--- src/rtl/edge_debouncer.sv ---
// edge_debouncer: synchronizes a raw level, accepts it after DEBOUNCE_CYCLES stable samples, and emits one-cycle edge pulses
module edge_debouncer #(
  parameter int DEBOUNCE_CYCLES = 4,
  parameter int SYNC_STAGES     = 2
) (
  input  logic clock,
  input  logic reset,
  input  logic signal_in,
  output logic level_out,
  output logic rising_pulse,
  output logic falling_pulse
);
  localparam int CW = (DEBOUNCE_CYCLES > 1) ? $clog2(DEBOUNCE_CYCLES) : 1;
  localparam logic [CW-1:0] LAST = CW'(DEBOUNCE_CYCLES - 1);
  logic [SYNC_STAGES-1:0] r_sync;
  logic [CW-1:0]          r_cnt;
  logic                   r_level, r_rise, r_fall;
  logic                   w_sampled, w_diff, w_accept;
  assign w_sampled = r_sync[SYNC_STAGES-1];
  assign w_diff    = w_sampled != r_level;
  assign w_accept  = w_diff && (r_cnt == LAST);
  // A matching sample clears the count, so any bounce restarts the qualification window
  always_ff @(posedge clock or posedge reset)
    if (reset) begin
      r_sync  <= '0;
      r_cnt   <= '0;
      r_level <= 1'b0;
      r_rise  <= 1'b0;
      r_fall  <= 1'b0;
    end else begin
      r_sync  <= {r_sync[SYNC_STAGES-2:0], signal_in};
      r_cnt   <= (w_diff && !w_accept) ? r_cnt + 1'b1 : '0;
      r_level <= w_accept ? w_sampled : r_level;
      r_rise  <= w_accept && w_sampled;
      r_fall  <= w_accept && !w_sampled;
    end
  assign level_out     = r_level;
  assign rising_pulse  = r_rise;
  assign falling_pulse = r_fall;
endmodule

--- config.mk ---
export PLATFORM = sky130hd
export DESIGN_NAME = edge_debouncer
export DESIGN_NICKNAME = d
export VERILOG_FILES = /design/src/rtl/edge_debouncer.sv
export SDC_FILE = /design/constraint.sdc
export NUM_CORES = 1
export LEC_CHECK = 0
export ABC_AREA = 1
export CAP_MARGIN = 20
export CORE_AREA = 2 2 39 41
export CTS_CLUSTER_SIZE = 12
export DETAILED_ROUTE_END_ITERATION = 6
export DIE_AREA = 0 0 41 43
export PLACE_DENSITY = 0.47
export RECOVER_POWER = 100
export SLEW_MARGIN = 40
export SYNTH_ARGS = -nofsm -noshare
export SYNTH_HDL_FRONTEND = slang
export SYNTH_SLANG_ARGS = --single-unit
--- constraint.sdc ---
create_clock -name clock -period 1.4 [get_ports clock]
set_input_delay 0.42 -clock clock [delete_from_list [all_inputs] [get_ports clock]]
set_output_delay 0.42 -clock clock [all_outputs]
set_load 0.01 [all_outputs]
==> results by group <==
Timing
  • Fmax: 747.7 MHz
  • Max-slew headroom: 0.8279
  • PnR worst setup slack: 62.61 ps
  • Total negative slack: 0 ps
  • Final min period: 1337 ps
  • Final hold vios: 0
  • Worst Tran Pin Value: 257.9 ps
  • Fin crit share: 0.9553
  • Max-slew violation count: 0
  • RSZ-0062 raised after global routing: false
  • Clk_skew: 1.611 ps
  • Setup violators final: 0

Clock network
  • Num CTS Buffers: 3
  • Clock Latency Late Sink: 240 ps
  • CTS tree: done
  • H-tree depth: 1
  • Post-CTS setup buffers: 0
  • CTS Sinks: 7
  • Worst-path clk slew: 50 ps
  • CTS Buffer Depth: 2
  • Clock root buffer: clkbuf_4

Floorplanning
  • Row cnt: 14
  • Die Ht: 43 um
  • Die width: 41 um
  • Starting Density: 0.1772
  • Die area: 1763 um2
  • Num ports: 6
  • Core ar.: 1384 um2

Logic synthesis
  • YS warnings: 0
  • Sequential cell area fraction in the yosys report: 0.7143
  • Syn nets: 27
  • Synthesized area: 245.2 um2
  • Distinct cells, synth: 6
  • Syn avg cell area: 10.66 um2
  • Synth Instances: 23
  • Seq cells post-synth: 7

Power and ir drop
  • Total Power: 0.0005531 W
  • Pint: 0.0004003 W
  • Sequential fraction of design power: 0.475
  • Clock Power Share: 0.320
  • Switching share of power: 0.2763
  • Combinational Power Share: 0.204
  • Power Density: 1637 nW/um2
  • Lkg Pwr: 0.1845 nW
  • Maximum VDD drop: 0.0004393 V
  • Sw Pwr: 0.0001529 W

Routing
  • Via Count: 171
  • DRT iter0 DRCs: 1
  • Avg WL per Cell: 7.604 um
  • Number of routed nets with antenna violations: 0
  • DR DRC count: 0
  • DR pass1 iterations: 2
  • Avg Vias per Cell: 3.563
  • Final WL: 365 um

Layout
  • Antenna cell count: 0
  • Filler cells: 153
  • Most frequent cells in the layout: dfrtp_1, inv_1, nand2_1
  • Share of layout cells above drive strength 1: 0.09375
  • Commonest non-fill, non-tap cell in the layout: dfrtp_1
  • Area added between synthesis and finish: 37.76%
  • Layout net count: 37

Worst setup path
  • CP required: 980 ps
  • Cells on worst reg2reg path: 4
  • Crit path launch: level_out
  • Largest stage delay, worst path: 390 ps
  • Setup crit end kind: output port
  • Crit path DAT: 920 ps
  • RR Startpoint: r_cnt[0]
  • CP top delay family: flip-flops
  • Cell breakdown of the critical path: dlygate4sd2_1
  • CP Max Fanout: 3
  • Slowest CP cell: dfrtp_1
  • Reg2Reg Setup Slack: 480 ps
  • FF-to-FF End: r_cnt[0]
  • Startpoint types: register
  • CP bufs+invs: 1
  • WS Path Type: reg -> out

Global route
  • GRT Residual Overflow: 0
  • Antenna violations before repair: 0
  • First-pass GRT wire length: 669 um
  • Vias in the first global route: 161
  • GRT Util Overall: 0.06775
  • Largest net degree at the start of global routing: 8

Run
  • Max-capacitance violation count: 0

Run status
  • Status: finished clean

Placement
  • Place WS: 89.11 ps
  • RePlAce Congestion: 0.6232
  • Port Buffers: 5
  • HPWL after DPL: 279.1 um

Min path
  • Worst hold path type: reg -> reg
  • Hold depth: 0
  • HP Start: r_sync[0]
  • Hold EP: r_sync[1]
## cells by family (layout without fill, tap and decap cells)
family	count (synthesis)	after routing	share of synthesized area
AOI/OAI and AO/OA	1	1	0.02039
adders and majority gates	1	1	0.05101
buffers and inverters	5	14	0.07654
DFF	7	7	0.7143
and+or+nand+nor	9	9	0.1377
## worst reg2reg max path, stage by stage (launching register included)
cell     delay [ps]
dfrtp_1         370
ha_1            220
inv_1            90
nand2_1          80
nor2_1           90
## worst max path at each step
stage	endpoint	slack, ps	cells past startpoint
5_1_grt	level_out	10	1
3_5_place_dp	level_out	90	1
6_report	level_out	60	1
3_3_place_gp	level_out	110	1
2_1_floorplan	r_cnt[0]	550	4
4_1_cts	level_out	40	1
## per-layer routing
metal / up-vias / wire (um) / track usage
met5: - / 0 / 0
met3: 2 / 40 / 0.06283
met4: 0 / 5 / 0.08000
li1: 84 / - / -
met2: 6 / 170 / 0.06875
met1: 79 / 148 / 0.06908
## cells in the mapped netlist, drive strengths merged
library cell	number	area (um2)
inv	5	18.77
nand2	5	18.77
o21ai	1	5.000
dfrtp	7	175.2
nor2	4	15.01
ha	1	12.51
## layout make-up
cell class / instances / area [um2] / area share
Sequential cell: 7 / 175.2 / 0.5185
Multi-Input combinational cell: 11 / 51.30 / 0.1519
Timing Repair Buffer: 5 / 46.29 / 0.1370
Clock buffer: 4 / 26.28 / 0.07778
Tap cell: 16 / 20.02 / 0.05926
Inverter: 5 / 18.77 / 0.05556
## metrics by stage
step	util	hold WS (ps)	instance area [um2]	std cells
2_1_floorplan	-	223.4	245.2	23
3_5_place_dp	0.2278	337.1	315.3	44
5_1_grt	0.2441	356.4	337.8	48
6_report	0.2441	346.4	337.8	48
4_1_cts	0.2441	349.2	337.8	48
3_3_place_gp	0.2278	333.2	315.3	44
## power groups by stage
stage	sequential, W	clock, W	combinational, W
after global routing	0.000267	0.000207	0.000133
after detailed placement	0.000268	0	0.000129
after global placement	0.000264	0	0.000124
after floorplan	0.000272	0	0.0000673
after CTS	0.000264	0.000193	0.000118
final	0.000263	0.000177	0.000113
## sequential cells by signal, summed over array words and instances, names as in the netlist
signal,cells
r_cnt,2
r_sync,2
falling_pulse,1
level_out,1
rising_pulse,1
## timing repair
| action | in CTS | in global routing |
|---|---|---|
| endpoints found under the setup margin | 3 | 0 |
| hold buffers | 0 | 0 |
| gates resized for setup | 3 | 0 |
(Power assumes the default switching activity.)
